==> src/rtl/explosao_animada.sv <==
// explosao_animada: explosion animator driving HEX digits and red LEDs once
// the countdown reports TEMPO_ACABOU. Supports configurable digit/LED counts,
// a step prescaler (DIV), sync/chase/blink modes and an optional finite run
// (N_CICLOS > 0) that ends in a steady "detonated" frame flagged by FIM.
// Optional feature macro: EXPLOSAO_PISCAR_EN enables blink mode (MODO = 2);
// without it, MODO = 2 behaves as sync.
module explosao_animada #(
    parameter int N_HEX    = 8,
    parameter int N_LEDR   = 18,
    parameter int DIV      = 1,
    parameter int N_CICLOS = 0
) (
    input  logic                 CLOCK,
    input  logic                 RESET,
    input  logic                 TEMPO_ACABOU,
    input  logic [1:0]           MODO,
    output logic [7*N_HEX-1:0]   EXPLOSAO_HEX,
    output logic [N_LEDR-1:0]    EXPLOSAO_LEDR,
    output logic                 ATIVO,
    output logic                 FIM
);

    localparam int PW = (DIV > 1) ? $clog2(DIV) : 1;
    localparam int CW = (N_CICLOS > 0) ? $clog2(N_CICLOS + 1) : 1;
    localparam logic [PW-1:0] PRESC_MAX = PW'(DIV - 1);
    localparam logic [CW-1:0] CICLO_ULT = (N_CICLOS > 0) ? CW'(N_CICLOS - 1) : '0;

    localparam logic [1:0] MODO_CHASE = 2'd1;
`ifdef EXPLOSAO_PISCAR_EN
    localparam logic [1:0] MODO_BLINK = 2'd2;
`endif

    typedef enum logic [1:0] {
        S_OCIOSO     = 2'd0,
        S_EXPLODINDO = 2'd1,
        S_FIM        = 2'd2
    } estado_t;

    estado_t         estado_q, estado_d;
    logic [1:0]      passo_q, passo_d;
    logic [PW-1:0]   presc_q, presc_d;
    logic [CW-1:0]   ciclo_q, ciclo_d;
    logic [1:0]      modo_q, modo_d;

    logic [7*N_HEX-1:0] hex_d;
    logic [N_LEDR-1:0]  ledr_d;
    logic               ativo_d;
    logic               fim_d;

    // Segment pattern for animation phase p (active-low segments).
    function automatic logic [6:0] padrao(input logic [1:0] p);
        case (p)
            2'd0:    return 7'b1111100;
            2'd1:    return 7'b1110011;
            2'd2:    return 7'b1001111;
            default: return 7'b0111111;
        endcase
    endfunction

    // State register.
    always_ff @(posedge CLOCK) begin
        // NOTE: sequential state uses non-blocking assignments so every
        // register samples the pre-edge values of its sources.
        if (RESET) estado_q <= S_OCIOSO;
        else       estado_q <= estado_d;
    end

    // Next state plus step/prescaler/cycle counters and the mode latch.
    always_comb begin
        // NOTE: every signal gets a default first so no path leaves it
        // unassigned, which would otherwise infer a latch.
        estado_d = estado_q;
        passo_d  = passo_q;
        presc_d  = presc_q;
        ciclo_d  = ciclo_q;
        modo_d   = modo_q;
        case (estado_q)
            S_OCIOSO: begin
                if (TEMPO_ACABOU) begin
                    estado_d = S_EXPLODINDO;
                    passo_d  = '0;
                    presc_d  = '0;
                    ciclo_d  = '0;
                    modo_d   = MODO;
                end
            end
            S_EXPLODINDO: begin
                // Dropping the trigger wins over finishing on the same edge.
                if (!TEMPO_ACABOU) begin
                    estado_d = S_OCIOSO;
                end else if (presc_q == PRESC_MAX) begin
                    presc_d = '0;
                    passo_d = passo_q + 2'd1;
                    if (passo_q == 2'd3) begin
                        ciclo_d = ciclo_q + CW'(1);
                        if (N_CICLOS > 0 && ciclo_q == CICLO_ULT)
                            estado_d = S_FIM;
                    end
                end else begin
                    presc_d = presc_q + PW'(1);
                end
            end
            S_FIM: begin
                if (!TEMPO_ACABOU) estado_d = S_OCIOSO;
            end
            default: estado_d = S_OCIOSO;
        endcase
    end

    // Frame for the upcoming state, so the outputs can be registered with
    // no added latency.
    always_comb begin
        hex_d   = '1;
        ledr_d  = '0;
        ativo_d = 1'b0;
        fim_d   = 1'b0;
        case (estado_d)
            S_EXPLODINDO: begin
                ativo_d = 1'b1;
                for (int k = 0; k < N_HEX; k++)
                    hex_d[7*k +: 7] = padrao((modo_d == MODO_CHASE) ? passo_d + 2'(k) : passo_d);
                for (int i = 0; i < N_LEDR; i++)
                    ledr_d[i] = (2'(i) == passo_d);
`ifdef EXPLOSAO_PISCAR_EN
                if (modo_d == MODO_BLINK) begin
                    hex_d  = passo_d[0] ? '1 : '0;
                    ledr_d = passo_d[0] ? '0 : '1;
                end
`endif
            end
            S_FIM: begin
                hex_d  = '0;
                ledr_d = '1;
                fim_d  = 1'b1;
            end
            default: ;
        endcase
    end

    // Counters, mode latch and registered outputs.
    always_ff @(posedge CLOCK) begin
        if (RESET) begin
            passo_q       <= '0;
            presc_q       <= '0;
            ciclo_q       <= '0;
            modo_q        <= '0;
            EXPLOSAO_HEX  <= '1;
            EXPLOSAO_LEDR <= '0;
            ATIVO         <= 1'b0;
            FIM           <= 1'b0;
        end else begin
            passo_q       <= passo_d;
            presc_q       <= presc_d;
            ciclo_q       <= ciclo_d;
            modo_q        <= modo_d;
            EXPLOSAO_HEX  <= hex_d;
            EXPLOSAO_LEDR <= ledr_d;
            ATIVO         <= ativo_d;
            FIM           <= fim_d;
        end
    end

endmodule

==> config.mk <==
export PLATFORM = sky130hd
export DESIGN_NAME = explosao_animada
export DESIGN_NICKNAME = d
export VERILOG_FILES = /design/src/rtl/explosao_animada.sv
export SDC_FILE = /design/constraint.sdc
export NUM_CORES = 1
export LEC_CHECK = 0
export ABC_AREA = 0
export BUFFER_PORTS_ARGS = -buffer_cell sky130_fd_sc_hd__buf_2
export CAP_MARGIN = 20
export CORE_ASPECT_RATIO = 1.5
export CORE_MARGIN = 3
export CORE_UTILIZATION = 45
export DETAILED_ROUTE_END_ITERATION = 8
export PLACE_DENSITY = 0.78
export SLEW_MARGIN = 20
export SYNTH_ARGS = -nofsm -noshare
export SYNTH_HDL_FRONTEND = slang
export SYNTH_SLANG_ARGS = --single-unit
==> constraint.sdc <==
create_clock -name CLOCK -period 5.31 [get_ports CLOCK]
set_input_delay 1.062 -clock CLOCK [delete_from_list [all_inputs] [get_ports CLOCK]]
set_output_delay 1.062 -clock CLOCK [all_outputs]
set_load 0.1 [all_outputs]
* After elaboration in Yosys (flattened, before gate mapping)
Index checks and enable logic that the tools add are counted.
Operators by class: $add $sub $neg 5, equal/unequal tests 18, multiplexer cells 24, reductions and logical operators 8
Operators with widths (count):
- $pmux 56 s2 | 1
- $pmux 7 s3 | 4
- $pmux 18 s2 | 1
- $mux 2 | 10
- $eq 2x1->1 const B | 7
- $eq 2x2->1 const B | 6
- $logic_not 2->1 | 5
- $pmux 2 s2 | 2
- $mux 1 | 5
- $add 2x1->2 const B | 2
- $add 2x2->2 const B | 2
- $eq 2x2->1 const A | 2
- $ne 2x2->1 const B | 2
- $reduce_and 3->1 | 1
- $eq 1x2->1 const A | 1
- $pmux 1 s2 | 1
- $reduce_bool 2->1 | 1
- $reduce_or 2->1 | 1
- $add 1x1->1 const B | 1
Word-level totals: register bits 83, input port bits 5, output and inout bits 76, logic and storage cells 63

* Logic depth before layout (Yosys ltp)
word-level depth 9, gate-level depth with buffers 9, depth with buffers taken out 8

* Least setup slack after synthesis
OpenSTA, ideal clock, no wires.
path type register -> register, from register ATIVO (netlist name), to register EXPLOSAO_HEX[50], data arrival time 2.826 ns, path slack 2.358 ns, cell stages (with the launch flop) 8, path buffers 0, period minus slack after synthesis 2.952 ns, cell sequence dfxtp_1 > ha_1 > o21ai_2 > a221oi_4 > inv_1 > ha_1 > o31ai_1 > o21ai_0
RTL lines:
- end signal: assignment | RTL line 147 | EXPLOSAO_HEX <= '1;
- end signal: assignment | RTL line 156 | EXPLOSAO_HEX <= hex_d;
- end: declaration | RTL line 17 | output logic [7*N_HEX-1:0] EXPLOSAO_HEX,

* Final worst setup path
from input port TEMPO_ACABOU, to register EXPLOSAO_HEX[50]
Between the ends: word-level cells in the longest chain between the ends 7, elaborated cells on any way between the ends 18
RTL lines:
- start: declaration | RTL line 15 | input logic TEMPO_ACABOU,
- $mux 2, on equally long branches | RTL line 89, 79
- $pmux 2 s2 or $mux 2 (tied branches) | RTL line 77 | case (estado_q)
- $add 2x2->2 or $eq 2x1->1 (tied branches) | RTL line 121 | hex_d[7*k +: 7] = padrao((modo_d == MODO_CHASE) ? passo_d + 2'(k) : passo_d);
- $mux 2 | RTL line 121
- $eq 2x2->1 (tied with other cells) | RTL line 52 | case (p)
- $pmux 7 s3 | RTL line 52
- $pmux 56 s2 * | RTL line 117 | case (estado_d)
Mark *: on every way between the ends. The rest lies on a longest branch, timed or not. A chain may end at the register's enable or synchronous reset.

==> impl_metrics.json <==
{
  "final_common_cell": "buf_2",
  "ioPinCount": 81,
  "globalRouteOverflowTotal": 0,
  "clock_sinks": 27,
  "postCtsResizedCells": 0,
  "initial_core_util_pct": 48.5,
  "grt_usage_pct": 12.9,
  "end_kind": "register",
  "fillers": 324,
  "clk_latency_ns": 0.27,
  "dieHeight_um": 78.5,
  "outcome": "completed",
  "cts_htree_levels": 1,
  "postCtsSetupBuffers": 0,
  "worst_slew_pin_slew_ns": 0.672,
  "route.detailed.drc": 0,
  "syn-mean-instance-area_um2": 9.67,
  "r2r-end": "EXPLOSAO_HEX[50]$_SDFF_PP1_",
  "slew_violations": 0,
  "max_cap_violations": 0,
  "dp.cells": 225,
  "finalPower_uw": 739,
  "worst_setup_path_start_kind": "input port",
  "dieArea_um2": 4260,
  "antenna_found_initial": 0,
  "avgViaCountPerCell": 4.82,
  "cts_hold_buf": 0,
  "rsz0062_at_grt": "false",
  "routed_wl_mm": 2.67,
  "antenna_cells": 0,
  "hold_class": "reg -> reg",
  "drtIter0Drc": 7,
  "clk_pin_slew_ns": 0.09,
  "drive_above_1_share_pct": 50.3,
  "slew_headroom_pct": 55.2,
  "num-nets-final": 207,
  "coreArea_um2": 3250,
  "multi_input_area_um2": 571,
  "syn_to_final_growth_pct": 4.05,
  "setup_viol": 0,
  "clk_root_buffer_cell": "clkbuf_8",
  "syn_inst": 163,
  "timing.rr.start": "estado_q[1]$_SDFF_PP0_",
  "most-common-layout-cells": "buf_2, dfxtp_1, ha_1, inv_1, o21ai_0",
  "die_width_um": 54.3,
  "routabilityCongestion": 0.783,
  "ir_drop_v": 0.000230,
  "worst_ep_arrival_time_ns": 2.94,
  "fmax_mhz": 356,
  "final.period_utilization_pct": 52.9,
  "cp.required_ns": 5.44,
  "cts_tree": "built",
  "final-hold-violation-count": 0,
  "min_to": "modo_q[1]$_SDFF_PP0_",
  "worst-r2r-setup-slack_ns": 2.61,
  "grt_pass1_vias": 929,
  "ys_ff_latch": 27,
  "finalSetupTns_ns": 0,
  "yosysWarnings": 0,
  "cellLeakagePower_uw": 0.000789,
  "grt_pass1_wl_mm": 4.11,
  "final_cells": 229,
  "synth_nets": 180,
  "hpwlAfterDp_mm": 2.13,
  "finClkSkew_ns": 0.00226,
  "cp_max_fo": 12,
  "io_buffers": 80,
  "clock_path_buffers": 2,
  "syn_area_um2": 1580,
  "r2r.worst_path.cells": 8,
  "holdCritStartpoint": "modo_q[1]$_SDFF_PP0_",
  "ys_types": 35,
  "power.density_nw_per_um2": 451,
  "ant_nets": 0,
  "post_drt_wl_per_cell_um": 11.7,
  "grt_max_degree": 19,
  "firstDrtPassIters": 3,
  "crit_type": "in -> reg",
  "numCtsBuffers": 3,
  "vias": 1104,
  "whs_path_depth": 2,
  "yosysSeqAreaShare_pct": 34.3,
  "ff_latch_area_um2": 541,
  "min_period_ns": 2.81,
  "num_rows": 25
}
[flip-flops by register name (all words and copies together) (netlist names)]
| signal | count |
|---|---|
| EXPLOSAO_HEX | 16 |
| EXPLOSAO_LEDR | 4 |
| modo_q | 2 |
| passo_q | 2 |
| ATIVO | 1 |
| FIM | 1 |
| estado_q | 1 |
[report_power, final]
part | internal (uW) | switching [uW]
clock network | 52.6 | 61.2
registers | 216 | 9.77
logic | 44.8 | 355
total | 314 | 426
[stage by stage]
| step | setup slack [ns] | hold WS (ns) | utilization (%) | cell area [um^2] |
|---|---|---|---|---|
| final | 2.50 | 0.459 | 50.4 | 1640 |
| after global routing | 2.30 | 0.494 | 50.4 | 1640 |
| after global placement | 2.27 | 0.449 | 49.0 | 1590 |
| after CTS | 2.51 | 0.463 | 50.4 | 1640 |
| after detailed placement | 2.22 | 0.451 | 49.0 | 1590 |
| after floorplan | 2.36 | 0.436 | - | 1580 |
[worst max path at each step]
stage	cells past startpoint	startpoint	endpoint	slack (ns)
finish	8	TEMPO_ACABOU	EXPLOSAO_HEX[50]$_SDFF_PP1_	2.50
global route	8	TEMPO_ACABOU	EXPLOSAO_HEX[50]$_SDFF_PP1_	2.30
CTS	8	TEMPO_ACABOU	EXPLOSAO_HEX[50]$_SDFF_PP1_	2.51
detailed placement	8	TEMPO_ACABOU	EXPLOSAO_HEX[50]$_SDFF_PP1_	2.22
global placement	8	TEMPO_ACABOU	EXPLOSAO_HEX[50]$_SDFF_PP1_	2.27
floorplan	7	ATIVO$_SDFF_PP0_	EXPLOSAO_HEX[50]$_SDFF_PP1_	2.36
[layer usage]
layer  global-route usage, %  wire [um]  vias to the layer above
met1                    13.9       1020                      504
met3                    1.71        249                        5
li1                        -          -                      545
met2                    22.3       1330                       50
met5                       0          0                        -
met4                    8.23         67                        0
[cells by family (layout without fill, tap and decap cells)]
group	count (synthesis)	in the layout	synth area share (%)
simple gates	22	22	8.17
xor+xnor	2	2	1.11
flops	27	27	34.3
buf+inv	66	92	29.5
compound gates	34	34	17.4
fa+ha+maj	12	12	9.52
[area by class of cell]
class / instances / area share [%]
Clock buffer: 3 / 2.52
Clock inverter: 1 / 0.305
Inverter: 8 / 1.98
Multi-Input combinational cell: 70 / 34.8
Sequential cell: 27 / 33.0
Tap cell: 40 / 3.05
Timing Repair Buffer: 80 / 24.4
[critical path, cell delays in order]
cell      delay, ns
buf_2          0.16
inv_1          0.10
ha_1           0.29
nor2b_1        0.06
a221oi_4       0.48
ha_1           0.38
o31ai_1        0.30
o21ai_0        0.10
[cell usage after synthesis (all sizes together)]
cell / count / share of area [%]
nand4: 1 / 0.40
and2b: 1 / 0.63
a31oi: 5 / 2.0
xnor2: 2 / 1.1
dfxtp: 27 / 34
or3: 1 / 0.40
a221oi: 2 / 3.3
a21oi: 3 / 1.2
o21ai: 12 / 4.0
nor2: 4 / 0.95
a31o: 2 / 1.1
nand3: 2 / 0.63
o21a: 2 / 0.95
a211oi: 2 / 1.3
ha: 12 / 9.5
nand2: 4 / 0.95
o31ai: 4 / 2.5
nor2b: 2 / 0.79
clkbuf: 2 / 0.56
buf: 56 / 27
and4b: 2 / 1.3
inv: 8 / 2.1
nor3: 2 / 0.63
a21o: 2 / 0.95
and3: 3 / 1.5
Power figures use the tool's default switching activity.
